### config.mk
export PLATFORM = sky130hd
export DESIGN_NAME = alu_decode_stage
export DESIGN_NICKNAME = d
export VERILOG_FILES = /design/src/rtl/alu_decode_stage_pkg.sv /design/src/rtl/alu_decode_logic.sv /design/src/rtl/alu_decode_stage.sv
export SDC_FILE = /design/constraint.sdc
export NUM_CORES = 1
export LEC_CHECK = 0
export CAP_MARGIN = 5
export CORE_MARGIN = 2
export CORE_UTILIZATION = 35
export DETAILED_ROUTE_END_ITERATION = 12
export GPL_TIMING_DRIVEN = 1
export SETUP_SLACK_MARGIN = 0.15
export SYNTH_ARGS = -nofsm -noshare
export SYNTH_HDL_FRONTEND = slang
export SYNTH_SLANG_ARGS = --single-unit
### constraint.sdc
create_clock -name clk -period 3.89 [get_ports clk]
set_clock_uncertainty 0.15 [all_clocks]
set_input_delay 0.778 -clock clk [delete_from_list [all_inputs] [get_ports clk]]
set_output_delay 0.778 -clock clk [all_outputs]
set_load 0.01 [all_outputs]
### src/rtl/alu_decode_stage_pkg.sv
// Shared constants and the decoded-bundle type for the RV32I ALU decode stage.
package alu_decode_stage_pkg;

  localparam int DATA_W = 32;
  localparam int RADDR_W = 5;

  localparam logic [2:0] ALU_ADD  = 3'd0;
  localparam logic [2:0] ALU_SLL  = 3'd1;
  localparam logic [2:0] ALU_SLT  = 3'd2;
  localparam logic [2:0] ALU_SLTU = 3'd3;
  localparam logic [2:0] ALU_XOR  = 3'd4;
  localparam logic [2:0] ALU_SR   = 3'd5;
  localparam logic [2:0] ALU_OR   = 3'd6;
  localparam logic [2:0] ALU_AND  = 3'd7;

  localparam logic [6:0] OPC_OP     = 7'b0110011;
  localparam logic [6:0] OPC_OP_IMM = 7'b0010011;
  localparam logic [6:0] OPC_LUI    = 7'b0110111;
  localparam logic [6:0] OPC_AUIPC  = 7'b0010111;

  localparam logic [6:0] F7_ZERO = 7'b0000000;
  localparam logic [6:0] F7_ALT  = 7'b0100000;

  typedef struct packed {
    logic [DATA_W-1:0]  a;
    logic [DATA_W-1:0]  b;
    logic [2:0]         op;
    logic               mod;
    logic [RADDR_W-1:0] rd;
    logic               rd_we;
    logic [DATA_W-1:0]  pc;
    logic               illegal;
  } alu_bundle_t;

endpackage

### src/rtl/alu_decode_logic.sv
// Combinational RV32I decode of OP / OP-IMM / LUI / AUIPC into an ALU bundle.
module alu_decode_logic
  import alu_decode_stage_pkg::*;
(
  input  logic [31:0] i_instr,
  input  logic [31:0] i_pc,
  input  logic [31:0] i_rs1_data,
  input  logic [31:0] i_rs2_data,
  output alu_bundle_t o_bundle
);

  logic [6:0]  w_opcode;
  logic [6:0]  w_funct7;
  logic [2:0]  w_funct3;
  logic [31:0] w_imm_i;
  logic [31:0] w_imm_u;
  logic [31:0] w_shamt;

  assign w_opcode = i_instr[6:0];
  assign w_funct7 = i_instr[31:25];
  assign w_funct3 = i_instr[14:12];
  assign w_imm_i  = {{20{i_instr[31]}}, i_instr[31:20]};
  assign w_imm_u  = {i_instr[31:12], 12'b0};
  assign w_shamt  = {27'b0, i_instr[24:20]};

  logic w_legal;

  always_comb begin
    o_bundle = '0;
    w_legal  = 1'b0;
    case (w_opcode)
      OPC_OP: begin
        o_bundle.a  = i_rs1_data;
        o_bundle.b  = i_rs2_data;
        o_bundle.op = w_funct3;
        if (w_funct7 == F7_ZERO) begin
          w_legal = 1'b1;
        end else if (w_funct7 == F7_ALT && w_funct3 == ALU_ADD) begin
          w_legal    = 1'b1;
          o_bundle.b = (~i_rs2_data) + 32'd1;
        end else if (w_funct7 == F7_ALT && w_funct3 == ALU_SR) begin
          w_legal      = 1'b1;
          o_bundle.mod = 1'b1;
        end
      end
      OPC_OP_IMM: begin
        o_bundle.a  = i_rs1_data;
        o_bundle.op = w_funct3;
        if (w_funct3 == ALU_SLL) begin
          o_bundle.b = w_shamt;
          w_legal    = (w_funct7 == F7_ZERO);
        end else if (w_funct3 == ALU_SR) begin
          o_bundle.b   = w_shamt;
          o_bundle.mod = i_instr[30];
          w_legal      = (w_funct7 == F7_ZERO) || (w_funct7 == F7_ALT);
        end else begin
          o_bundle.b = w_imm_i;
          w_legal    = 1'b1;
        end
      end
      OPC_LUI: begin
        o_bundle.b = w_imm_u;
        w_legal    = 1'b1;
      end
      OPC_AUIPC: begin
        o_bundle.a = i_pc;
        o_bundle.b = w_imm_u;
        w_legal    = 1'b1;
      end
      default: w_legal = 1'b0;
    endcase

    // Illegal encodings still travel down the pipe, but with a neutral payload.
    if (!w_legal) begin
      o_bundle.a   = '0;
      o_bundle.b   = '0;
      o_bundle.op  = ALU_ADD;
      o_bundle.mod = 1'b0;
    end
    o_bundle.rd      = i_instr[11:7];
    o_bundle.rd_we   = w_legal && (i_instr[11:7] != 5'd0);
    o_bundle.pc      = i_pc;
    o_bundle.illegal = !w_legal;
  end

endmodule

### src/rtl/alu_decode_stage.sv
// Decode stage: combinational decode captured into an output register plus one
// skid entry, giving full-throughput valid/ready toward execute.
module alu_decode_stage
  import alu_decode_stage_pkg::*;
#(
  parameter int XLEN       = 32,
  parameter int REG_ADDR_W = 5
) (
  input  logic                  clk,
  input  logic                  rst_n,
  input  logic                  flush,
  input  logic                  in_valid,
  output logic                  in_ready,
  input  logic [XLEN-1:0]       in_instr,
  input  logic [XLEN-1:0]       in_pc,
  output logic [REG_ADDR_W-1:0] rs1_addr,
  output logic [REG_ADDR_W-1:0] rs2_addr,
  input  logic [XLEN-1:0]       rs1_data,
  input  logic [XLEN-1:0]       rs2_data,
  output logic                  out_valid,
  input  logic                  out_ready,
  output logic [XLEN-1:0]       alu_a,
  output logic [XLEN-1:0]       alu_b,
  output logic [2:0]            alu_op,
  output logic                  alu_mod,
  output logic [REG_ADDR_W-1:0] rd,
  output logic                  rd_we,
  output logic [XLEN-1:0]       out_pc,
  output logic                  illegal
);

  alu_bundle_t w_dec;
  alu_bundle_t r_out;
  alu_bundle_t r_skid;
  logic        r_out_valid;
  logic        r_skid_valid;
  logic        w_accept;
  logic        w_drain;

  assign rs1_addr = in_instr[19:15];
  assign rs2_addr = in_instr[24:20];

  alu_decode_logic u_decode (
    .i_instr    (in_instr),
    .i_pc       (in_pc),
    .i_rs1_data (rs1_data),
    .i_rs2_data (rs2_data),
    .o_bundle   (w_dec)
  );

  assign in_ready = rst_n && !r_skid_valid;
  assign w_accept = in_valid && in_ready;
  assign w_drain  = r_out_valid && out_ready;

  always_ff @(posedge clk) begin
    if (!rst_n || flush) begin
      r_out        <= '0;
      r_skid       <= '0;
      r_out_valid  <= 1'b0;
      r_skid_valid <= 1'b0;
    end else if (!r_out_valid || w_drain) begin
      // Skid is older than anything on the input, so it always wins the slot.
      if (r_skid_valid) begin
        r_out        <= r_skid;
        r_out_valid  <= 1'b1;
        r_skid_valid <= 1'b0;
      end else if (w_accept) begin
        r_out       <= w_dec;
        r_out_valid <= 1'b1;
      end else begin
        r_out_valid <= 1'b0;
      end
    end else if (w_accept) begin
      r_skid       <= w_dec;
      r_skid_valid <= 1'b1;
    end
  end

  assign out_valid = r_out_valid;
  assign alu_a     = r_out.a;
  assign alu_b     = r_out.b;
  assign alu_op    = r_out.op;
  assign alu_mod   = r_out.mod;
  assign rd        = r_out.rd;
  assign rd_we     = r_out.rd_we;
  assign out_pc    = r_out.pc;
  assign illegal   = r_out.illegal;

endmodule

# --- Yosys cells after proc, flatten, opt, wreduce, memory -nomap -nowiden ---
# Cells that the tools add are included.
op_classes:
  n_addsub: 1
  multipliers: 0
  div_mod_pow: 0
  order_cmp: 0
  eq_ne: 7
  n_shift: 0
  n_mux: 22
  n_bitwise: 2
  n_reduce_logical: 22
op_table:
  columns: ["operator", "count"]
  rows:
  - ["107-bit 2-to-1 mux", 2]
  - ["32-bit 2-to-1 mux", 4]
  - ["32-bit one-hot mux with 3 select lines", 1]
  - ["68-bit 2-to-1 mux", 1]
  - ["32-bit one-hot mux with 2 select lines", 1]
  - ["32-bit by 1-bit adder with 32-bit output (second input constant)", 1]
  - ["32-bit inverter", 1]
  - ["7-bit by 6-bit == test with 1-bit output (second input constant)", 3]
  - ["7-bit by 5-bit == test with 1-bit output (second input constant)", 2]
  - ["1-bit 2-to-1 mux", 11]
  - ["4-bit one-hot mux with 2 select lines", 1]
  - ["7-bit zero test", 1]
  - ["1-bit logical AND", 6]
  - ["2-bit OR reduction", 3]
  - ["5-bit nonzero test", 1]
  - ["1-bit zero test", 4]
  - ["2-bit AND reduction", 2]
  - ["3-bit by 1-bit == test with 1-bit output (second input constant)", 1]
  - ["3-bit == test (second input constant)", 1]
  - ["3-bit zero test", 1]
  - ["1-bit logical OR", 3]
  - ["1-bit one-hot mux with 3 select lines", 1]
  - ["2-bit nonzero test", 1]
  - ["1-bit inverter", 1]
word_totals:
  ff_bits: 216
  latch_bits: 0
  ramBits: 0
  rom_bits: 0
  inputBits: 133
  out_inout_bits: 119
  elab_cells: 72
  memories: 0

# --- Longest topological paths before layout ---
# Gate-level depths: netlist (run 1).
depth:
  depth_word: 9
  ltp_mapped: 9
  ltp_nobuf: 8

# --- Modules after synthesis ---
# A second synthesis (run 1) with hierarchy kept.
unflattened:
  hier_cells: 1298
  hier_area_um2: 11379.7
modules_own_cells:
  columns: ["module", "n_inst", "cells_each", "area_per_inst_um2", "seq_area_each_um2"]
  rows:
  - ["alu_decode_stage", 1, 974, 9419.0, 4324.1]
  - ["alu_decode_logic", 1, 324, 1960.6, 0.0]

# --- Least setup slack after synthesis (run 1) ---
# Ideal clock, no wire load.
synth_path:
  path_type: "in2reg"
  startpoint: "input rs2_data[7]"
  endpoint: "register r_out (netlist bit alu_b[31])"
  setup_time_ns: 0.101
  arrival_ns: 2.604
  required_time_ns: 3.639
  path_slack_ns: 1.035
  path_stages: 7
  path_buffers: 1
  path_cell_list: "or4_1 -> buf_2 -> or3_4 -> o31ai_4 -> xnor2_1 -> a221oi_2 -> o41ai_1"
synth_via:
  elab_chain_cells: 8
synth_rtl:
  columns: ["element", "line_no", "text"]
  rows:
  - ["start, declared", "alu_decode_stage.sv:19", "input logic [XLEN-1:0] rs2_data,"]
  - ["32-bit inverter", "alu_decode_logic.sv:40", "o_bundle.b = (~i_rs2_data) + 32'd1;"]
  - ["32-bit by 1-bit adder with 32-bit output", "alu_decode_logic.sv:40", null]
  - ["32-bit 2-to-1 mux", "alu_decode_logic.sv:38", "end else if (w_funct7 == F7_ALT && w_funct3 == ALU_ADD) begin"]
  - ["32-bit 2-to-1 mux", "alu_decode_logic.sv:36", "if (w_funct7 == F7_ZERO) begin"]
  - ["32-bit one-hot mux with 3 select lines", "alu_decode_logic.sv:31", "case (w_opcode)"]
  - ["68-bit 2-to-1 mux", "alu_decode_logic.sv:74", "if (!w_legal) begin"]
  - ["107-bit 2-to-1 mux", "alu_decode_stage.sv:67", "end else if (w_accept) begin"]
  - ["107-bit 2-to-1 mux", "alu_decode_stage.sv:63", "if (r_skid_valid) begin"]
  - ["end signal, assigned", "alu_decode_stage.sv:64", "r_out <= r_skid;"]
  - ["end signal, assigned", "alu_decode_stage.sv:68", "r_out <= w_dec;"]
  - ["end, declared", "alu_decode_stage.sv:33", "alu_bundle_t r_out;"]
# No other way between the ends. The select of a mux whose other input is x is not followed.
# A chain may end at the register's enable or synchronous reset.

# --- Worst setup path in the final report (run 1) ---
layout_path:
  startpoint: "input rst_n"
  endpoint: "output in_ready"
layout_via:
  elab_chain_cells: 1
layout_rtl:
  columns: ["element", "line_no", "text"]
  rows:
  - ["start, declared", "alu_decode_stage.sv:10", "input logic rst_n,"]
  - ["1-bit logical AND", "alu_decode_stage.sv:51", "assign in_ready = rst_n && !r_skid_valid;"]
  - ["end, declared", "alu_decode_stage.sv:13", "output logic in_ready,"]
# No other way between the ends.

==> metrics, run 1 <==
cell area after synthesis=10450 µm²; Startpoint Class=input port; Tcrit/Tclk final=85.13%; list of most frequent post-synthesis cells=dfxtp_1, a21oi_1, nand2_1; final setup vio count=0; post-synthesis sequential area ratio=between 40 and 50%; final setup TNS=0 ps; Detailed Route Iter0 Violations=802; HP Start=r_skid[57]$_SDFFE_PP0P_; Combinational Power Share=between 10% and 20%; FF/Latch Area=4328 µm²; initial core utilization=35.43%; first-pass GRT wire length=~57000 µm; total of max-cap violations=0; core region area=29480 µm²; Synth Warn #=0; CTS H-tree depth=1; number of global-route vias before repair=between 9000 and 10000; Cells after Synth=between 1000 and 1500; DR pass1 iterations=5; fmax=about 300 MHz; Crit Path Class=input port to output pin; Die Span Y=approximately 180 µm; vias per inst=~5.6; die footprint=about 31000 µm²; fill count=2924; routed via count=10670; ratio of cells with drive above 1 in the final layout=7.190%; Area contributors post-synth=dfxtp_1, a21oi_1, nand2_1, nor4_1, mux2i_1; GRT overflow=0; Routed wire per std cell=19.22 µm; post-CTS setup repair buffer count=0; Multi-input gate area=approximately 5600 µm²; P_sw=1.293 mW; post-synth top area cell=dfxtp_1; Synth async-reset ratio=0%; fin area=14190 µm²; outcome=completed; Int Pwr=4.011 mW; initial antenna violation count=1; Critical Path RT=around 3000 ps; Routed Antenna Nets=0; Post-CTS Resized=0; Synth top area share=41.40%; Avg Inst Size Synth=7.943 µm²; fin util=48.14%; Syn Nets=1449; crit end category=output pin; number of cell rows=between 60 and 70; Hold Crit Class=flip-flop to flip-flop; Crit Path Max Fanout=4; WP data arrival=2380 ps; count leader, synth=dfxtp_1; Skew-Pair Late Insertion Delay=540 ps; post-synth cell types=67; area post-placement=13310 µm²; Worst Setup SP=rst_n; worst slew pin tran=915.3 ps; sequential power share=between 40% and 50%; Post-route DRC=0; IO Port Bufs=251; Tot GR Track Use=a little under a quarter; io pins=252; Nets=1631; FF+latch count, synth=about 220; setup ws final=578.3 ps; RSZ-0062 raised after global routing=false; final non-filler cell total=1907; worst relative slew slack=38.98%; Placed Instances=1860; pwr dens=between 300 and 400 nW/µm²; largest net degree at the start of global routing=83; Die W=176.8 µm; post-layout min period=3312 ps; worst r2r src=r_skid_valid$_SDFFE_PP0P_; Clock Power Share=between 40 and 50%; EDFF count, synth=0; Root Driver=clkbuf_16; Tot Pwr=5.304 mW; total wire length=~37000 µm; clock-pin slew on the worst setup and hold paths=60 ps; fin. max-slew vios=0; Hold Buf Count CTS=0; P_leak=4.547 nW; worst vdd ir=0.2549 mV; Post-DP HPWL=25170 µm; dpl ws=256.1 ps; Inserted Clock Buffers=25; RD Place Congestion=~0.9; ys flop type=dfxtp_1; CTS Sinks=216; final hold vios=0; switching share of power=24.38%; WHS=301.3 ps; CTS tree=done; Area Overhead vs Synth=35.86%; clk buf depth=3
[layout make-up]
class                           count  share of cell area [%]
Multi-Input combinational cell    954                   39.38
Clock buffer                       34                   5.070
Timing Repair Buffer              293                   20.28
Clock inverter                     12                   1.137
Antenna cell                        1                 0.01763
Inverter                            7                  0.1852
Tap cell                          390                   3.439
Sequential cell                   216                   30.50
[final timing paths]
kind / end / slack [ps] / cells past startpoint
worst max register to register: alu_b[26]$_SDFFE_PP0P_ / 1360 / 5
worst min register to register: r_skid[57]$_SDFFE_PP0P_ / 300 / 2
worst max-delay path: in_ready / 580 / 3
worst min-delay path: r_skid[57]$_SDFFE_PP0P_ / 300 / 2
[cells in the final DEF, fill, tap and decap left out, types with 7 or more instances in the layout]
master	netlist	routed
nand2_1	143	142
a211oi_1	40	40
o211ai_1	16	16
nor4_1	73	73
dfxtp_1	216	215
clkbuf_16	0	25
mux2i_1	44	44
a221oi_1	8	8
a32o_1	7	7
o21ai_0	80	80
or4_1	11	11
a21oi_1	202	202
clkdlybuf4s50_1	0	251
nor2b_1	8	7
buf_4	10	38
nor2_1	104	104
inv_1	7	7
nor3_1	16	15
a22oi_1	35	35
or3_1	7	7
nand2b_1	10	9
nand3_1	35	34
xor2_1	11	11
a31oi_1	14	14
and3_1	8	7
[power by group through the flow]
stage,logic (mW),registers [mW],clock network (mW)
floorplan,0.209,2.33,0
global placement,0.550,2.31,0
detailed placement,0.551,2.31,0
CTS,0.554,2.27,2.54
global route,0.596,2.27,2.64
finish,0.553,2.27,2.49
[state kept, by name, indices dropped and copies added, names as in the netlist, 3 cells and up]
| name | count |
|---|---|
| alu_b | 32 |
| rd | 5 |
| out_pc | 32 |
| alu_a | 32 |
| r_skid | 107 |
| alu_op | 3 |
[kinds of logic (layout without fill, tap and decap cells)]
group | after synthesis | count (layout) | synth area share (%)
AO/OA/AOI/OAI | 447 | 447 | 26.09
XOR/XNOR | 16 | 16 | 1.342
adder cells (fa/ha/maj) | 1 | 1 | 0.1198
buffers and inverters | 145 | 346 | 5.690
flip-flops | 216 | 216 | 41.40
multiplexers | 45 | 45 | 4.324
other | 0 | 1 | 0
AND/OR/NAND/NOR | 445 | 445 | 21.04
[worst max-delay path, stage by stage]
cell             delay [ps]
clkdlybuf4s50_1         610
nor2b_1                 340
clkdlybuf4s50_1         660
[per-layer routing]
metal,global-route usage [%],up-vias,wire [µm],part of all wire [%]
met1,30.83,5068,16530,45
li1,-,5212,-,-
met2,37.13,333,17120,47
met5,0,-,0,0
met4,6.302,0,955,2.6
met3,3.565,56,2055,5.6
Note: power is estimated with default switching activity, not from simulation.
==> run 2: changes to the inputs <==
--- a/config.mk
+++ b/config.mk
@@ -5,8 +5,7 @@
 export SDC_FILE = /design/constraint.sdc
 export NUM_CORES = 1
 export LEC_CHECK = 0
-export CAP_MARGIN = 5
-export CORE_MARGIN = 2
+export CORE_MARGIN = 3
 export CORE_UTILIZATION = 35
 export DETAILED_ROUTE_END_ITERATION = 12
 export GPL_TIMING_DRIVEN = 1
==> run 2 against run 1 <==
Against the previous run:
- count of clock-buffer cells in the layout grew 4
- combinational power grew 1%
- sequential share of layout area down 0.10 points
- critical endpoint is now alu_b[1]$_SDFFE_PP0P_
- die area increased by 2.3%
- largest cell class unchanged
- register-to-register slack better by 220 ps
- clock power down 2%
==> metrics, run 2 (synthesis results as in run 1) <==
commonest non-fill, non-tap cell in the layout=clkdlybuf4s50_1; GR Layer Usage met2=35.34% (-1.8 points); Root Driver=clkbuf_16; vias per inst=5.641 (+0.82%); Largest register FFs=107 (unchanged); most frequent cells in the layout=clkdlybuf4s50_1, dfxtp_1, a21oi_1; Routed Antenna Nets=0 (unchanged); routed via count=10770 (+0.93%); Hold Crit Class=flip-flop to flip-flop; Tot GR Track Use=22.12% (-0.52 points); met1 Use GR=31.31% (+0.48 points); Startpoint Class=input port; io pins=252 (unchanged); Post-route DRC=0 (unchanged); initial core utilization=35.91% (+0.48 points); Hold Buf Count CTS=0 (unchanged); crit end category=flip-flop; ratio of cells with drive above 1 in the final layout=7.546% (+0.36 points); worst slew pin tran=844.1 ps (-71.15 ps); Inserted Clock Buffers=25 (unchanged); Crit Path Max Fanout=13 (+9); Routed wire per std cell=19.52 µm (+1.6%); core region area=29090 µm² (-1.3%); Die Span Y=178.8 µm (+1.1%); DR pass1 iterations=5 (unchanged); P_leak=4.592 nW (+0.99%); clock-pin slew on the worst setup and hold paths=60 ps (about the same); number of global-route vias before repair=9912 (+0.18%); final non-filler cell total=1909 (+0.10%); initial antenna violation count=1 (unchanged); post-CTS setup repair buffer count=0 (unchanged); Die W=178.8 µm (+1.1%); final setup vio count=0 (unchanged); WHS=301.7 ps (+0.4300 ps); Post-DP HPWL=25770 µm (+2.4%); Post-CTS Resized=0 (unchanged); Nets=1640 (+0.55%); WP data arrival=3640 ps (+1260 ps); IO Port Bufs=251 (unchanged); final setup TNS=0 ps (unchanged); outcome=completed; clk buf depth=3 (unchanged); total of max-cap violations=0 (unchanged); total wire length=37260 µm (+1.7%); CTS Sinks=216 (unchanged); largest net degree at the start of global routing=83 (unchanged); Area Overhead vs Synth=36.32%; Crit Path Class=input port to flip-flop; Skew-Pair Late Insertion Delay=510 ps (-30 ps); worst relative slew slack=43.72% (+4.7 points); first-pass GRT wire length=56950 µm (+0.36%); Tcrit/Tclk final=86.00% (+0.87 points); die footprint=31950 µm² (+2.3%); Detailed Route Iter0 Violations=813 (+1.4%); CTS H-tree depth=1 (unchanged); Top reg by flops=r_skid; Placed Instances=1863 (+0.16%); met3 Use GR=3.685% (+0.12 points); fmax=298.9 MHz (-1.0%); post-layout min period=3346 ps (+33.79 ps); Tot Pwr=5.281 mW (-0.43%); worst vdd ir=0.2599 mV (+1.9%); RSZ-0062 raised after global routing=false; RD Place Congestion=0.9342 (+3.8%); CTS tree=done; pwr dens=370.9 nW/µm² (-0.77%); global route hottest layer=met2; fin. max-slew vios=0 (unchanged); Worst R2R Setup Slack=1580 ps (+220 ps); Critical Path RT=4180 ps (+1220 ps); GRT overflow=0 (unchanged); fill count=2862 (-2.1%); number of cell rows=62 (-1.6%); final hold vios=0 (unchanged)
-- run 2: cell count changes in the layout (fill, tap and decap cells not counted) --
cell,delta
clkbuf_1,+2
clkinvlp_4,-3
buf_4,+9
inv_6,-1
clkinv_2,-1
inv_16,-1
clkbuf_8,+2
clkinv_4,+1
-- run 2: power breakdown --
group | leakage, nW | internal [mW] | switching [mW] | total, mW
Combinational | 2.41 | 0.262 | 0.299 | 0.561
Sequential | 1.75 | 2.25 | 0.0197 | 2.27
Clock | 0.430 | 1.53 | 0.925 | 2.45
Total | 4.59 | 4.04 | 1.24 | 5.28
-- run 2: critical path, stage by stage --
cell	delay, ps
clkdlybuf4s50_1	700
nor2b_1	120
nor2_1	650
a21oi_1	260
a2111oi_1	670
buf_4	230
mux2i_1	60
a21oi_1	160
-- run 2: routing by layer --
| metal | wire length [µm] | share of wire (%) |
|---|---|---|
| met1 | 17040 | 46 |
| met2 | 16940 | 45 |
| met3 | 2495 | 6.7 |
| met4 | 787 | 2.1 |
| met5 | 0 | 0 |
-- run 2: worst paths after layout --
path	from	end	cells past startpoint
max	in_instr[13]	alu_b[1]$_SDFFE_PP0P_	8
min	r_skid[62]$_SDFFE_PP0P_	r_skid[62]$_SDFFE_PP0P_	2
max reg2reg	r_skid_valid$_SDFFE_PP0P_	r_skid[79]$_SDFFE_PP0P_	7
min reg2reg	r_skid[62]$_SDFFE_PP0P_	r_skid[62]$_SDFFE_PP0P_	2
-- run 2: through the flow --
step | utilization, % | setup slack, ps | instance area, µm²
after floorplan | - | 1035 | 10450
after global placement | 45.95 | 253.7 | 13370
after detailed placement | 45.95 | 280.6 | 13370
after CTS | 48.94 | 671.2 | 14240
after global routing | 48.95 | 548.2 | 14240
final | 48.95 | 544.5 | 14240
-- run 2: layout make-up --
class / count / area, µm² / area share (%)
Tap cell: 384 / 480.5 / 3.374
Antenna cell: 1 / 2.502 / 0.01757
Inverter: 7 / 26.28 / 0.1845
Sequential cell: 216 / 4328 / 30.40
Timing Repair Buffer: 302 / 2945 / 20.69
Multi-Input combinational cell: 954 / 5588 / 39.24
Clock inverter: 7 / 113.9 / 0.7996
Clock buffer: 38 / 754.5 / 5.299
